### config.mk
export PLATFORM = sky130hd
export DESIGN_NAME = fetch_unit_flat
export DESIGN_NICKNAME = d
export VERILOG_FILES = /design/src/rtl/fetch_unit_if.sv /design/src/rtl/fetch_unit.sv /design/src/flat_wrapper.sv
export SDC_FILE = /design/constraint.sdc
export NUM_CORES = 1
export LEC_CHECK = 0
export CAP_MARGIN = 20
export CORE_ASPECT_RATIO = 1.4
export CORE_UTILIZATION = 62
export DETAILED_ROUTE_END_ITERATION = 8
export DONT_BUFFER_PORTS = 1
export GPL_ROUTABILITY_DRIVEN = 0
export GPL_TIMING_DRIVEN = 1
export PLACE_DENSITY = 0.83
export RECOVER_POWER = 50
export SKIP_CTS_REPAIR_TIMING = 1
export SLEW_MARGIN = 10
export SYNTH_ARGS = -nofsm -noshare
export SYNTH_HDL_FRONTEND = slang
export SYNTH_SLANG_ARGS = --single-unit
### constraint.sdc
create_clock -name clk -period 9.1 [get_ports clk]
set_input_delay 2.275 -clock clk [delete_from_list [all_inputs] [get_ports clk]]
set_output_delay 2.275 -clock clk [all_outputs]
set_load 0.05 [all_outputs]
### src/rtl/fetch_unit_if.sv
// Instruction-memory request/response bus between the fetch stage and imem.
// Request side is a req/ready handshake; responses come back in order on rvalid.
interface fetch_unit_if #(
    parameter int XLEN = 32
) ();
    logic            req;
    logic [XLEN-1:0] addr;
    logic            ready;
    logic            rvalid;
    logic [31:0]     rdata;

    modport master (
        output req,
        output addr,
        input  ready,
        input  rvalid,
        input  rdata
    );

    modport slave (
        input  req,
        input  addr,
        output ready,
        output rvalid,
        output rdata
    );
endinterface

### src/rtl/fetch_unit.sv
// Instruction fetch stage with IF/ID pipeline register.
// Only one request is ever outstanding. A response that lands while ID is stalled
// is parked in a one-entry hold buffer, so memory is never back-pressured.
module fetch_unit #(
    parameter int              XLEN      = 32,
    parameter logic [XLEN-1:0] RESET_PC  = {XLEN{1'b0}},
    parameter logic [31:0]     NOP_INSTR = 32'h0000_0013
) (
    input  logic            clk,
    input  logic            rst,
    input  logic            stall_if,
    input  logic            stall_id,
    input  logic            flush_if_id,
    input  logic            branch_taken,
    input  logic [XLEN-1:0] branch_target,
    fetch_unit_if.master    imem,
    output logic            if_id_valid,
    output logic [XLEN-1:0] if_id_pc,
    output logic [31:0]     if_id_instr
);
    typedef enum logic [1:0] {IDLE, REQ, WAIT, HOLD} state_t;

    state_t          state_reg, state_next;
    logic [XLEN-1:0] pc_reg, pc_next;
    logic [XLEN-1:0] addr_reg, addr_next;
    logic            kill_reg, kill_next;
    logic [XLEN-1:0] hold_pc_reg, hold_pc_next;
    logic [31:0]     hold_instr_reg, hold_instr_next;
    logic            valid_reg, valid_next;
    logic [XLEN-1:0] id_pc_reg, id_pc_next;
    logic [31:0]     id_instr_reg, id_instr_next;
    logic            deliver_live;
    logic            deliver_hold;
    logic [XLEN-1:0] branch_pc;

    // Redirect targets are always word aligned.
    assign branch_pc = {branch_target[XLEN-1:2], 2'b00};

    assign imem.req    = (state_reg == REQ);
    assign imem.addr   = addr_reg;
    assign if_id_valid = valid_reg;
    assign if_id_pc    = id_pc_reg;
    assign if_id_instr = id_instr_reg;

    // Next-state logic: fetch FSM, PC/kill/hold-buffer updates, then IF/ID priority mux.
    always_comb begin
        state_next      = state_reg;
        pc_next         = pc_reg;
        addr_next       = addr_reg;
        kill_next       = kill_reg;
        hold_pc_next    = hold_pc_reg;
        hold_instr_next = hold_instr_reg;
        deliver_live    = 1'b0;
        deliver_hold    = 1'b0;

        case (state_reg)
            IDLE: begin
                // A redirect in IDLE only moves the PC; the fetch starts next cycle
                // so it is guaranteed to use the new address.
                if (branch_taken) begin
                    pc_next = branch_pc;
                end else if (!stall_if) begin
                    state_next = REQ;
                    addr_next  = pc_reg;
                end
            end
            REQ: begin
                // A live request is never withdrawn or re-addressed; a redirect
                // just marks its response for discard.
                if (branch_taken) begin
                    pc_next   = branch_pc;
                    kill_next = 1'b1;
                end
                if (imem.ready) begin
                    state_next = WAIT;
                end
            end
            WAIT: begin
                if (branch_taken) begin
                    pc_next = branch_pc;
                    if (imem.rvalid) begin
                        // Response arriving with the redirect is dropped on the spot.
                        state_next = IDLE;
                        kill_next  = 1'b0;
                    end else begin
                        kill_next = 1'b1;
                    end
                end else if (imem.rvalid) begin
                    state_next = IDLE;
                    if (kill_reg) begin
                        kill_next = 1'b0;
                    end else begin
                        pc_next = pc_reg + XLEN'(4);
                        if (stall_id) begin
                            hold_pc_next    = addr_reg;
                            hold_instr_next = imem.rdata;
                            state_next      = HOLD;
                        end else begin
                            deliver_live = 1'b1;
                        end
                    end
                end
            end
            HOLD: begin
                // The parked instruction is on the wrong path once a branch resolves.
                if (branch_taken) begin
                    pc_next         = branch_pc;
                    hold_pc_next    = {XLEN{1'b0}};
                    hold_instr_next = NOP_INSTR;
                    state_next      = IDLE;
                end else if (!stall_id) begin
                    deliver_hold = 1'b1;
                    state_next   = IDLE;
                end
            end
            default: state_next = IDLE;
        endcase

        // IF/ID: flush beats stall beats delivery; anything else is a bubble.
        valid_next    = 1'b0;
        id_pc_next    = id_pc_reg;
        id_instr_next = NOP_INSTR;
        if (flush_if_id) begin
            valid_next    = 1'b0;
            id_instr_next = NOP_INSTR;
        end else if (stall_id) begin
            valid_next    = valid_reg;
            id_instr_next = id_instr_reg;
        end else if (deliver_live) begin
            valid_next    = 1'b1;
            id_pc_next    = addr_reg;
            id_instr_next = imem.rdata;
        end else if (deliver_hold) begin
            valid_next    = 1'b1;
            id_pc_next    = hold_pc_reg;
            id_instr_next = hold_instr_reg;
        end
    end

    // State register for the FSM, PC, hold buffer and IF/ID.
    always_ff @(posedge clk or posedge rst) begin
        if (rst) begin
            state_reg      <= IDLE;
            pc_reg         <= RESET_PC;
            addr_reg       <= RESET_PC;
            kill_reg       <= 1'b0;
            hold_pc_reg    <= {XLEN{1'b0}};
            hold_instr_reg <= NOP_INSTR;
            valid_reg      <= 1'b0;
            id_pc_reg      <= {XLEN{1'b0}};
            id_instr_reg   <= NOP_INSTR;
        end else begin
            state_reg      <= state_next;
            pc_reg         <= pc_next;
            addr_reg       <= addr_next;
            kill_reg       <= kill_next;
            hold_pc_reg    <= hold_pc_next;
            hold_instr_reg <= hold_instr_next;
            valid_reg      <= valid_next;
            id_pc_reg      <= id_pc_next;
            id_instr_reg   <= id_instr_next;
        end
    end
endmodule

### src/flat_wrapper.sv
// flat-port wrapper written by rule: the top's interface ports become plain ports
module fetch_unit_flat 
#(
    parameter int              XLEN      = 32,
    parameter logic [XLEN-1:0] RESET_PC  = {XLEN{1'b0}},
    parameter logic [31:0]     NOP_INSTR = 32'h0000_0013
)
  (clk, rst, stall_if, stall_id, flush_if_id, branch_taken, branch_target, if_id_valid, if_id_pc, if_id_instr, imem_req, imem_addr, imem_ready, imem_rvalid, imem_rdata);
  fetch_unit_if #(.XLEN(XLEN)) imem_i ();
  input  logic clk;
  input  logic rst;
  input  logic stall_if;
  input  logic stall_id;
  input  logic flush_if_id;
  input  logic branch_taken;
  input  logic [XLEN-1:0] branch_target;
  output logic if_id_valid;
  output logic [XLEN-1:0] if_id_pc;
  output logic [31:0] if_id_instr;
  output wire logic [$bits(imem_i.req)-1:0] imem_req;
  output wire logic [$bits(imem_i.addr)-1:0] imem_addr;
  input wire logic [$bits(imem_i.ready)-1:0] imem_ready;
  input wire logic [$bits(imem_i.rvalid)-1:0] imem_rvalid;
  input wire logic [$bits(imem_i.rdata)-1:0] imem_rdata;
  assign imem_req = imem_i.req;
  assign imem_addr = imem_i.addr;
  assign imem_i.ready = imem_ready;
  assign imem_i.rvalid = imem_rvalid;
  assign imem_i.rdata = imem_rdata;
  fetch_unit #(.XLEN(XLEN), .RESET_PC(RESET_PC), .NOP_INSTR(NOP_INSTR)) u_core (.clk(clk), .rst(rst), .stall_if(stall_if), .stall_id(stall_id), .flush_if_id(flush_if_id), .branch_taken(branch_taken), .branch_target(branch_target), .imem(imem_i), .if_id_valid(if_id_valid), .if_id_pc(if_id_pc), .if_id_instr(if_id_instr));
endmodule
======== Word level (Yosys, flattened, before mapping) ========
Index checks and enable logic that the tools add are counted.
storage, ports and cells
  output and inout port bits .............. 98
  register bits ........................... 196
  word-level logic and storage cells ...... 92
  input bits .............................. 72
operators by class
  multiplexer cells ....................... 50
  reduce and logical (&&, ||, !) cells .... 11
  equality and inequality tests ........... 17
  bitwise operators ....................... 4
  add/subtract/negate cells ............... 1
operators by type and width
  operator                                                         count
  32-bit 2-to-1 mux                                                20
  32-bit one-hot mux with 2 select lines                           3
  32-bit by 3-bit adder with 32-bit output, second input constant  1
  2-bit 2-to-1 mux                                                 10
  2-bit != test, second input constant                             8
  1-bit 2-to-1 mux                                                 15
  3-bit AND reduction                                              4
  3-bit != test, second input constant                             3
  2-bit one-hot mux with 4 select lines                            1
  2-bit by 1-bit != test with 1-bit output, second input constant  3
  6-bit AND reduction                                              1
  2-bit nonzero test                                               3
  5-bit AND reduction                                              1
  2-bit == test, second input constant                             2
  1-bit NOT                                                        4
  3-bit OR reduction                                               1
  2-bit by 1-bit == test with 1-bit output, second input constant  1
  2-bit zero test                                                  1
  1-bit one-hot mux with 2 select lines                            1

======== Longest topological paths before layout ========
Gate-level depths: netlist of the first run.
  depth in word-level cells ............... 8
  gate-level depth with buffers ........... 8
  depth with buffers taken out ............ 6

======== Worst setup path after synthesis of the first run ========
OpenSTA, ideal clock, no wires.
  kind .................................... input-to-reg
  start ................................... input branch_taken
  end ..................................... register u_core.addr_reg[10] (netlist: u_core.imem.addr[10])
  setup slack ............................. 5.257 ns
  required time ........................... 8.975 ns
  arrival ................................. 3.718 ns
  cell stages on the path ................. 4
  library setup time ...................... 0.125 ns
  buffers on the path ..................... 2
  path through ............................ clkbuf_1 nor4_1 clkbuf_1 mux2_2
between the ends
  cells in the longest elaborated chain, start to end .. 2
RTL lines
  item                                  line                source
  start: declaration                    flat_wrapper.sv:15  input logic branch_taken;
  1-bit NOT (no source line)            -
  3-bit AND reduction (no source line)  -
  end signal: assignment                fetch_unit.sv:155   addr_reg <= addr_next;
  end: declaration                      fetch_unit.sv:25    logic [XLEN-1:0] addr_reg, addr_next;
Every way passes these cells.
A chain may end at the register's enable or synchronous reset.

======== Worst setup path after layout of the first run ========
  start ................................... input branch_taken
  end ..................................... register u_core.id_instr_reg[1] (netlist: u_core.if_id_instr[1])
between the ends
  cells in the longest elaborated chain, start to end .. 6
  elaborated cells between the ends (all ways) .. 8
  those cells by class .................... 8 x mux
RTL lines
  item                    line               source
  1-bit 2-to-1 mux        fetch_unit.sv:106  if (branch_taken) begin
  1-bit 2-to-1 mux        fetch_unit.sv:56   case (state_reg)
  32-bit 2-to-1 mux       fetch_unit.sv:133  end else if (deliver_hold) begin
  32-bit 2-to-1 mux (*)   fetch_unit.sv:129  end else if (deliver_live) begin
  32-bit 2-to-1 mux (*)   fetch_unit.sv:126  end else if (stall_id) begin
  32-bit 2-to-1 mux (*)   fetch_unit.sv:123  if (flush_if_id) begin
  end signal: assignment  fetch_unit.sv:161  id_instr_reg <= id_instr_next;
  end: declaration        fetch_unit.sv:31   logic [31:0] id_instr_reg, id_instr_next;
Every way passes the cells marked *; elsewhere a longest branch is shown, timed or not. The select of a mux whose other input is x is not followed.

==> results.txt, run 1 <==
----------------------------------------------------
[Power]
  Cell Int Power ... 1.776 mW
  Areal power density over the cells ... around 340 nW/um2
  Fraction of power spent switching nets ... between 40% and 50%
  Net Switching ... about 1.3 mW
  Power share of the combinational group ... between 15 and 20%
  Share of total power in sequential cells ... 59.6%
  Clock network fraction of design power ... between 20% and 30%
  Static Leakage ... around 4.2 nW
  Post-layout total power ... between 3 and 4 mW
  Peak VDD IR ... 0.1685 mV

[Run]
  Number of max-capacitance violations reported ... 2

[Global routing]
  Largest net degree at the start of global routing ... 127
  Initial antenna violation count ... 0
  Global-route usage over all layers ... 29.01%
  Global-route wire length before repair ... around 31,000 um
  Vias in the first global route ... 6,187
  Residual overflow from global routing ... 0

[Drt]
  Wire per inst ... approximately 22 um
  Number of vias per cell ... just under 7
  Antenna Violating Nets Remaining ... 0
  Final wirelength ... between 15,000 and 20,000 um
  Via total after detailed routing ... slightly above 6k
  DRC errors left ... 0
  First-pass detailed-route iteration total ... 8
  Starting DRC count in detailed routing ... 606

[Yosys]
  Ys Warns ... 0
  Seq cells post-synth ... 190
  Mapped Avg Cell Area ... roughly 11 um2
  Area share of fa/ha/maj cells after synthesis ... 0.1517%
  Post-synth EDFFs ... 0
  Simple-gate portion of the synthesized area ... 10.97%
  Mapped Cells ... ~730
  Post-synthesis share of cell area spent on xor and xnor gates ... less than 1%
  Top_reg_cell synth ... dfrtp_1
  Fraction of synthesis flops using an asynchronous set or reset pin ... 100.0%
  Distinct cells, synth ... just under 60
  Multiplexer share of the synthesized area ... about 8.1%
  Largest family of logic cells by synthesized area ... compound AO/OA/AOI/OAI gates
  Total standard cell area after synthesis ... 8248 um2
  Register area share after synthesis ... 57.74%
  Synth Area in Compound Gates ... 18.84%

[Finish]
  Area added between synthesis and finish ... 8.859%
  Share of post-route cells with drive strength above 1 ... between 10% and 20%
  Finished Layout Cells ... between 800 and 900
  Total of fill cells in the finished design ... 958
  Combined area of the multi-input logic cells ... between 3000 and 4000 um2
  Combined flip-flop and latch cell area ... 4762 um2
  Final instance area ... 8979 um2
  Antenna cell count ... 0
  Layout net count ... 774

[Setup path]
  Worst Setup Start Kind ... input port
  Category of the critical setup timing path ... in2reg
  Capturing element type of the critical path ... flip-flop
  Biggest cell delay along the critical path ... 1.17 ns
  FF-to-FF End ... u_core.if_id_instr[1]
  Critical Path, Cell by Cell ... nor3b_1, clkbuf_1, nand2_1, o22ai_1, nor2_1, a211o_1
  Library cell contributing the largest single delay on the critical path ... clkbuf_1
  Maximum fanout count along the critical path ... 39
  Crit path arrival time ... 4.89 ns
  Number of cells traversed by the worst register-to-register path ... 6
  Largest delay contributor family on the critical path ... buffers and inverters
  Required time at the worst-slack endpoint ... 9.45 ns
  R2r setup slk ... approximately 5.7 ns
  Buffers and inverters on the worst path ... 1
  Critical R2R Launch ... u_core.state_reg[1]

[Timing]
  Setup Viol. Count Final ... 0
  Highest Clock Rate ... 220.5 MHz
  Worst slack on hold paths ... roughly 0.50 ns
  Final hold vios ... 0
  Clock tree skew after final layout ... 0.007174 ns
  Unrepaired setup endpoints after global routing ... false
  Least-Margin Pin Slew ... 1.833 ns
  Minimum clock period after layout ... around 4.5 ns
  Headroom to the max-slew limit ... -22.19%
  Final clock period utilization by the worst path ... 49.83%
  Setup tns final ... 0 ns
  Max-slew violation total from the final report ... 73

[CTS]
  Clock sinks ... 190
  Max Root-Sink Buffers ... 2
  CTS tree ... built
  Post-CTS clock slew at the launch and capture registers of the worst setup and hold paths ... 0.07 ns
  Number of CTS-inserted buffers ... 17
  Clock latency on the worst-skew pair ... approximately 0.43 ns
  Maximum level of the CTS H-tree ... 4
  CTS root buf ... clkbuf_16

[Die]
  Cell Rows ... slightly below 50
  Effective utilization at floorplan ... 63.76%
  Placeable core area ... between 10,000 and 15,000 um2
  Overall die area ... 13,780 um2
  Vertical die dimension ... 138.5 um
  Top Ports ... 170
  Die span in x ... between 90 and 100 um

[Placed design]
  Number of buffers inserted by port buffering ... 0
  Sum of net half-perimeters after detailed placement ... around 13,000 um
  Standard cell area after detailed placement ... between 8000 and 9000 um2
  Dpl cells ... roughly 860

[Worst hold path]
  Worst Hold Endpoint ... u_core.hold_pc_reg[17]
  Hold Crit Depth ... 1
  Path class of the lowest-slack min-delay path ... reg2reg
  Beginning of the worst hold path ... u_core.hold_pc_reg[17]

[Run status]
  Status ... finished with violations
  Violations in the final reports ... capacitance limit, slew limit

----------------------------------------------------
==> through the flow <==
| stage | worst slack, ns | utilization, % |
|---|---|---|
| 2_1_floorplan | 1.664 | - |
| 3_3_place_gp | 4.231 | 64.38 |
| 3_5_place_dp | 4.170 | 64.46 |
| 4_1_cts | 4.582 | 69.21 |
| 5_1_grt | 4.364 | 69.41 |
| 6_report | 4.566 | 69.41 |
==> layer usage <==
metal	track usage [%]	wire length, um	up-vias
li1	-	-	2659
met1	34.72	7396	3049
met2	49.38	10100	293
met3	7.836	1490	43
met4	11.76	490	0
met5	0	0	-
==> Yosys cell counts (2+ instances only) <==
cell	n	area share, %
a211o_1	3	0.32
a21oi_1	56	3.4
a221oi_1	13	1.4
a222oi_1	17	2.1
a22o_1	60	6.4
a22oi_1	4	0.36
a2bb2oi_1	4	0.42
a31oi_1	3	0.23
a32oi_1	4	0.42
and2_1	2	0.15
and3_1	6	0.46
and4_1	4	0.42
buf_1	3	0.14
buf_2	9	0.55
buf_4	3	0.27
clkbuf_1	41	1.9
dfrtp_1	184	56
dfstp_2	6	1.9
inv_1	24	1.1
mux2_2	30	4.1
mux2i_1	33	4.0
nand2_1	23	1.0
nand3_1	17	1.0
nand3b_1	2	0.18
nand4_1	7	0.53
nor2_1	61	2.8
nor2b_1	16	1.2
nor3_1	21	1.3
nor4_1	5	0.38
o21a_1	2	0.18
o21ai_0	15	0.91
o22a_1	5	0.53
o22ai_1	13	0.99
o32ai_1	3	0.32
or3_1	5	0.38
==> cell families after synthesis <==
| logic type | count (synthesis) |
|---|---|
| XOR/XNOR | 1 |
| other | 1 |
| AO/OA/AOI/OAI | 211 |
| buffers and inverters | 81 |
| AND/OR/NAND/NOR | 179 |
| flip-flops | 190 |
| adder cells (fa/ha/maj) | 1 |
| multiplexers | 63 |
==> cell type report <==
| type | instances | area share (%) |
|---|---|---|
| flip-flops and latches | 190 | 53.04 |
| multi-input cells | 457 | 35.45 |
| clock buffers | 18 | 4.891 |
| well taps | 178 | 2.480 |
| clock inverters | 14 | 1.951 |
| repair buffers | 11 | 1.101 |
| inverters | 24 | 1.087 |
==> layout by cell type (no fill, tap or decap), types with 3 or more instances in the layout <==
| cell | count |
|---|---|
| a211o_1 | 3 |
| a21oi_1 | 55 |
| a221oi_1 | 13 |
| a222oi_1 | 17 |
| a22o_1 | 60 |
| a22oi_1 | 4 |
| a2bb2oi_1 | 4 |
| a31oi_1 | 3 |
| a32oi_1 | 4 |
| and3_1 | 6 |
| and4_1 | 4 |
| buf_4 | 5 |
| clkbuf_1 | 3 |
| clkbuf_16 | 17 |
| clkinv_4 | 4 |
| dfrtp_1 | 184 |
| dfstp_2 | 6 |
| inv_1 | 23 |
| inv_8 | 6 |
| mux2_2 | 30 |
| mux2i_1 | 33 |
| nand2_1 | 22 |
| nand3_1 | 17 |
| nand4_1 | 7 |
| nor2_1 | 60 |
| nor2b_1 | 16 |
| nor3_1 | 20 |
| nor4_1 | 5 |
| o21ai_0 | 15 |
| o22a_1 | 5 |
| o22ai_1 | 13 |
| o32ai_1 | 3 |
| or3_1 | 5 |
==> how the worst max path moves through the flow <==
stage / to / start / cells past startpoint
after detailed placement: u_core.if_id_instr[19] / branch_taken / 5
after global placement: u_core.if_id_instr[18] / imem_rvalid / 5
after floorplan: u_core.hold_instr_reg[10] / rst / 1
after global routing: u_core.if_id_instr[1] / branch_taken / 6
final: u_core.if_id_instr[1] / branch_taken / 6
after CTS: u_core.if_id_instr[19] / branch_taken / 5
==> power groups by stage <==
stage	Sequential, mW	Clock (mW)	Combinational [mW]
final	1.85	0.764	0.486
after detailed placement	1.86	0	0.485
after CTS	1.85	0.772	0.486
after floorplan	1.76	0	0.436
after global routing	1.88	0.807	0.537
after global placement	1.84	0	0.453
Power figures use the tool's default switching activity.
==> run 2: changes to the inputs <==
clock period = 4.3 ns   (was 9.1 ns; I/O delays follow)
==> results.txt, run 2 (synthesis results as in run 1) <==
----------------------------------------------------
[Run status]
  Status ... finished with violations (unchanged)
  Violations in the final reports ... capacitance limit, slew limit (unchanged)

[Setup path]
  Critical Path, Cell by Cell ... clkinvlp_2, clkbuf_4 (was nor3b_1, clkbuf_1, nand2_1, o22ai_1, nor2_1, a211o_1)
  Required time at the worst-slack endpoint ... 4.30 ns (was 9.45 ns)
  Category of the critical setup timing path ... in2async (was in2reg)
  Maximum fanout count along the critical path ... 190 (was 39)
  Capturing element type of the critical path ... async pin (was flip-flop)
  Biggest cell delay along the critical path ... 1.70 ns (was 1.17 ns)
  Largest delay contributor family on the critical path ... buffers and inverters (unchanged)
  Crit path arrival time ... 3.06 ns (was 4.89 ns)
  Library cell contributing the largest single delay on the critical path ... clkbuf_4 (was clkbuf_1)
  Buffers and inverters on the worst path ... 2 (was 1)
  Worst Setup Start Kind ... input port (unchanged)

[Power]
  Power share of the combinational group ... 15.7% (about the same)
  Net Switching ... 2.814 mW (was 1.320 mW)
  Fraction of power spent switching nets ... 42.52% (was 42.64%)
  Share of total power in sequential cells ... 59.1% (was 59.6%)
  Areal power density over the cells ... 734.4 nW/um2 (was 344.9 nW/um2)
  Clock network fraction of design power ... 25.2% (was 24.7%)
  Cell Int Power ... 3.804 mW (was 1.776 mW)
  Static Leakage ... 4.189 nW (was 4.175 nW)
  Post-layout total power ... 6.618 mW (was 3.097 mW)
  Peak VDD IR ... 0.4287 mV (was 0.1685 mV)

[Run]
  Number of max-capacitance violations reported ... 2 (unchanged)

[Die]
  Cell Rows ... 49 (unchanged)
  Effective utilization at floorplan ... 63.76% (unchanged)
  Die span in x ... 99.48 um (unchanged)
  Top Ports ... 170 (unchanged)
  Overall die area ... 13,780 um2 (unchanged)
  Placeable core area ... 12,940 um2 (unchanged)
  Vertical die dimension ... 138.5 um (unchanged)

[Timing]
  Headroom to the max-slew limit ... -68.85% (was -22.19%)
  Highest Clock Rate ... 326.8 MHz
  Minimum clock period after layout ... 3.060 ns
  Max-slew violation total from the final report ... 224 (was 73)
  Final hold vios ... 0 (unchanged)
  Clock tree skew after final layout ... 0.007171 ns (was 0.007174 ns)
  Unrepaired setup endpoints after global routing ... false (unchanged)
  Setup Viol. Count Final ... 0 (unchanged)
  Least-Margin Pin Slew ... 2.533 ns (was 1.833 ns)
  Final clock period utilization by the worst path ... 71.16%
  Setup tns final ... 0 ns (unchanged)

[Drt]
  Antenna Violating Nets Remaining ... 0 (unchanged)
  DRC errors left ... 0 (unchanged)
  Via total after detailed routing ... 6,006 (was 6,044)
  Final wirelength ... 19,820 um (was 19,480 um)
  First-pass detailed-route iteration total ... 5 (was 8)
  Wire per inst ... 22.15 um (was 21.83 um)
  Number of vias per cell ... 6.711 (was 6.776)
  Starting DRC count in detailed routing ... 488 (was 606)

[Finish]
  Area added between synthesis and finish ... 9.254% (was 8.859%)
  Antenna cell count ... 0 (unchanged)
  Finished Layout Cells ... 895 (was 892)
  Layout net count ... 777 (was 774)
  Most frequent cells in the layout ... dfrtp_1 (184), nor2_1 (60), a22o_1 (60) (unchanged)
  Most common library cell in the layout ignoring fill and taps ... dfrtp_1 (unchanged)
  Total of fill cells in the finished design ... 921 (was 958)
  Share of post-route cells with drive strength above 1 ... 12.69% (was 12.46%)

[CTS]
  Clock latency on the worst-skew pair ... 0.43 ns (about the same)
  CTS tree ... built (unchanged)
  CTS root buf ... clkbuf_16 (unchanged)
  Max Root-Sink Buffers ... 2 (unchanged)
  Post-CTS clock slew at the launch and capture registers of the worst setup and hold paths ... 0.07 ns (about the same)
  Number of CTS-inserted buffers ... 17 (unchanged)
  Clock sinks ... 190 (unchanged)
  Maximum level of the CTS H-tree ... 4 (unchanged)

[Global routing]
  Residual overflow from global routing ... 0 (unchanged)
  Initial antenna violation count ... 0 (unchanged)
  Global-route usage over all layers ... 29.87% (was 29.01%)
  Largest net degree at the start of global routing ... 191 (was 127)
  Global-route wire length before repair ... 31,860 um (was 31,060 um)
  Vias in the first global route ... 6,287 (was 6,187)

[Placed design]
  Sum of net half-perimeters after detailed placement ... 12,730 um (was 12,660 um)
  Dpl cells ... 860 (was 856)
  Number of buffers inserted by port buffering ... 0 (unchanged)

[Worst hold path]
  Path class of the lowest-slack min-delay path ... reg2reg (unchanged)

----------------------------------------------------
==> run 2: power groups by stage <==
| stage | sequential (mW) | combinational [mW] | clock, mW |
|---|---|---|---|
| global placement | 3.90 | 0.963 | 0 |
| floorplan | 3.72 | 0.923 | 0 |
| CTS | 3.91 | 1.04 | 1.69 |
| global route | 3.98 | 1.15 | 1.77 |
| detailed placement | 3.94 | 1.03 | 0 |
| finish | 3.91 | 1.04 | 1.67 |
==> run 2: path summary, 6_finish.rpt <==
check | from | endpoint | slack (ns) | cells past startpoint
max | rst | u_core.imem.addr[28] | 1.24 | 2
min | u_core.hold_pc_reg[25] | u_core.hold_pc_reg[25] | 0.50 | 1
max reg2reg | u_core.state_reg[1] | u_core.if_id_instr[8] | 1.29 | 7
min reg2reg | u_core.hold_pc_reg[25] | u_core.hold_pc_reg[25] | 0.50 | 1
max in group clk | u_core.state_reg[0] | imem_req | 1.28 | 1
min in group asynchronous | rst | u_core.if_id_pc[25] | 1.42 | 2
==> run 2: stage by stage <==
step	hold slack, ns	cell area, um2	utilization [%]	setup WS [ns]
3_3_place_gp	0.4817	8379	64.77	1.204
5_1_grt	0.5218	9011	69.66	0.8009
2_1_floorplan	0.4604	8255	-	0.7814
6_report	0.5022	9011	69.66	1.240
3_5_place_dp	0.4821	8391	64.86	1.039
4_1_cts	0.5053	9016	69.70	1.276
==> run 2: layout make-up <==
type / count / area [um2] / share of cell area, %
flip-flops and latches: 190 / 4762 / 52.85
multi-input cells: 457 / 3187 / 35.37
clock buffers: 17 / 425.4 / 4.721
well taps: 178 / 222.7 / 2.472
clock inverters: 15 / 200.2 / 2.222
repair buffers: 14 / 122.6 / 1.361
inverters: 24 / 91.34 / 1.014
==> run 2: layer usage <==
layer / up-vias / track usage, % / share of wire, %
met5: - / 0 / 0
met4: 0 / 14.40 / 2.9
met3: 47 / 8.948 / 8.1
met2: 268 / 49.82 / 52
met1: 3027 / 35.13 / 37
li1: 2664 / - / -
==> run 3: changes to the inputs <==
clock period = 2.9 ns   (was 4.3 ns; I/O delays follow)
==> results.txt, run 3 (synthesis results as in run 1) <==
----------------------------------------------------
[Run status]
  Status ... complete, no violations (was finished with violations)

[CTS]
  Number of CTS-inserted buffers ... 17 (unchanged)
  CTS tree ... built (unchanged)
  Max Root-Sink Buffers ... 2 (unchanged)
  Clock sinks ... 190 (unchanged)
  CTS root buf ... clkbuf_16 (unchanged)
  Clock latency on the worst-skew pair ... 0.43 ns (about the same)
  Maximum level of the CTS H-tree ... 4 (unchanged)
  Post-CTS clock slew at the launch and capture registers of the worst setup and hold paths ... 0.07 ns (about the same)

[Setup path]
  Capturing element type of the critical path ... flip-flop (was async pin)
  Maximum fanout count along the critical path ... 7 (was 190)
  Worst Setup Start Kind ... flip-flop (was input port)
  Required time at the worst-slack endpoint ... 3.24 ns (was 4.30 ns)
  Crit path arrival time ... 2.72 ns (was 3.06 ns)
  Category of the critical setup timing path ... reg2reg (was in2async)

[Die]
  Top Ports ... 170 (unchanged)
  Overall die area ... 13,780 um2 (unchanged)
  Placeable core area ... 12,940 um2 (unchanged)
  Die span in x ... 99.48 um (unchanged)
  Effective utilization at floorplan ... 63.76% (unchanged)
  Cell Rows ... 49 (unchanged)
  Vertical die dimension ... 138.5 um (unchanged)

[Power]
  Areal power density over the cells ... 1079 nW/um2 (was 734.4 nW/um2)
  Share of total power in sequential cells ... 59.1% (about the same)
  Post-layout total power ... 9.805 mW (was 6.618 mW)
  Static Leakage ... 4.235 nW (was 4.189 nW)
  Peak VDD IR ... 0.5063 mV (was 0.4287 mV)
  Clock network fraction of design power ... 25.0% (was 25.2%)
  Power share of the combinational group ... 15.9% (was 15.7%)
  Fraction of power spent switching nets ... 42.19% (was 42.52%)
  Cell Int Power ... 5.668 mW (was 3.804 mW)
  Net Switching ... 4.137 mW (was 2.814 mW)

[Drt]
  Antenna Violating Nets Remaining ... 0 (unchanged)
  First-pass detailed-route iteration total ... 5 (unchanged)
  Final wirelength ... 19,860 um (was 19,820 um)
  Starting DRC count in detailed routing ... 493 (was 488)
  Via total after detailed routing ... 6,080 (was 6,006)
  Wire per inst ... 21.99 um (was 22.15 um)
  Number of vias per cell ... 6.733 (was 6.711)
  DRC errors left ... 0 (unchanged)

[Timing]
  Final hold vios ... 0 (unchanged)
  Clock tree skew after final layout ... 0.005617 ns (was 0.007171 ns)
  Minimum clock period after layout ... 2.377 ns
  Setup tns final ... 0 ns (unchanged)
  Headroom to the max-slew limit ... 15.74% (was -68.85%)
  Least-Margin Pin Slew ... 1.264 ns (was 2.533 ns)
  Setup Viol. Count Final ... 0 (unchanged)
  Final clock period utilization by the worst path ... 81.95%
  Highest Clock Rate ... 420.8 MHz
  Worst setup margin ... 0.5234 ns (was 1.240 ns)
  Unrepaired setup endpoints after global routing ... false (unchanged)
  Max-slew violation total from the final report ... 0 (was 224)

[Finish]
  Combined flip-flop and latch cell area ... 4762 um2 (unchanged)
  Share of post-route cells with drive strength above 1 ... 14.07% (was 12.69%)
  Antenna cell count ... 0 (unchanged)
  Most common library cell in the layout ignoring fill and taps ... dfrtp_1 (unchanged)
  Combined area of the multi-input logic cells ... 3191 um2 (was 3187 um2)
  Area added between synthesis and finish ... 10.19% (was 9.254%)
  Total of fill cells in the finished design ... 915 (was 921)
  Layout net count ... 785 (was 777)
  Most frequent cells in the layout ... dfrtp_1 (184), nor2_1 (60), a22o_1 (60) (unchanged)

[Global routing]
  Residual overflow from global routing ... 0 (unchanged)
  Vias in the first global route ... 6,324 (was 6,287)
  Initial antenna violation count ... 0 (unchanged)
  Global-route wire length before repair ... 31,880 um (was 31,860 um)
  Largest net degree at the start of global routing ... 167 (was 191)
  Global-route usage over all layers ... 29.78% (was 29.87%)

[Run]
  Number of max-capacitance violations reported ... 0 (was 2)

[Placed design]
  Number of buffers inserted by port buffering ... 0 (unchanged)
  Worst-case setup slack after placement ... 0.2049 ns (was 1.039 ns)
  Sum of net half-perimeters after detailed placement ... 12,940 um (was 12,730 um)

[Worst hold path]
  Path class of the lowest-slack min-delay path ... in2reg (was reg2reg)

----------------------------------------------------
==> run 3: area by class of cell <==
class,count,area share [%]
clock buffers,19,4.873
clock inverters,13,1.941
inverters,24,1.005
multi-input cells,457,35.10
flip-flops and latches,190,52.40
well taps,178,2.450
repair buffers,22,2.230
==> run 3: metal layers <==
layer  GRT usage [%]  part of all wire [%]  vias up
met2           49.42                    52      280
met4           13.62                   2.6        0
met5               0                     0        -
met1           36.44                    37     3084
met3           7.685                   8.1       42
li1                -                     -     2674
==> run 3: worst max-delay path, cell delays in order, from the launching register on <==
cell     delay, ns
dfrtp_1       0.43
ha_1          0.23
nand3_1       0.23
or4_1         0.52
or3_4         0.39
or3_1         0.32
a21oi_1       0.17
==> run 3: power groups by stage <==
stage | clock [mW] | sequential [mW] | combinational, mW
2_1_floorplan | 0 | 5.52 | 1.37
3_3_place_gp | 0 | 5.78 | 1.45
3_5_place_dp | 0 | 5.84 | 1.56
4_1_cts | 2.47 | 5.80 | 1.56
5_1_grt | 2.59 | 5.91 | 1.72
6_report | 2.45 | 5.80 | 1.56
==> run 3: through the flow <==
stage	area [um2]	std cells	utilization, %	hold slack (ns)
floorplan	8255	728	-	0.4604
global placement	8447	868	65.30	0.4819
detailed placement	8458	869	65.38	0.4812
CTS	9077	901	70.17	0.2694
global route	9089	903	70.26	0.3466
finish	9089	903	70.26	0.3638
==> run 3: final timing paths <==
| kind | start | slack (ns) | cells past startpoint | to |
|---|---|---|---|---|
| setup / recovery | u_core.pc_reg[2] | 0.52 | 6 | u_core.pc_reg[30] |
| hold / removal | flush_if_id | 0.36 | 1 | u_core.if_id_instr[31] |
| setup reg to reg | u_core.pc_reg[2] | 0.52 | 6 | u_core.pc_reg[30] |
| hold reg to reg | u_core.hold_pc_reg[5] | 0.50 | 1 | u_core.hold_pc_reg[5] |
| max in group asynchronous | rst | 1.47 | 2 | u_core.if_id_pc[2] |
| min in group asynchronous | rst | 0.46 | 2 | u_core.imem.addr[4] |
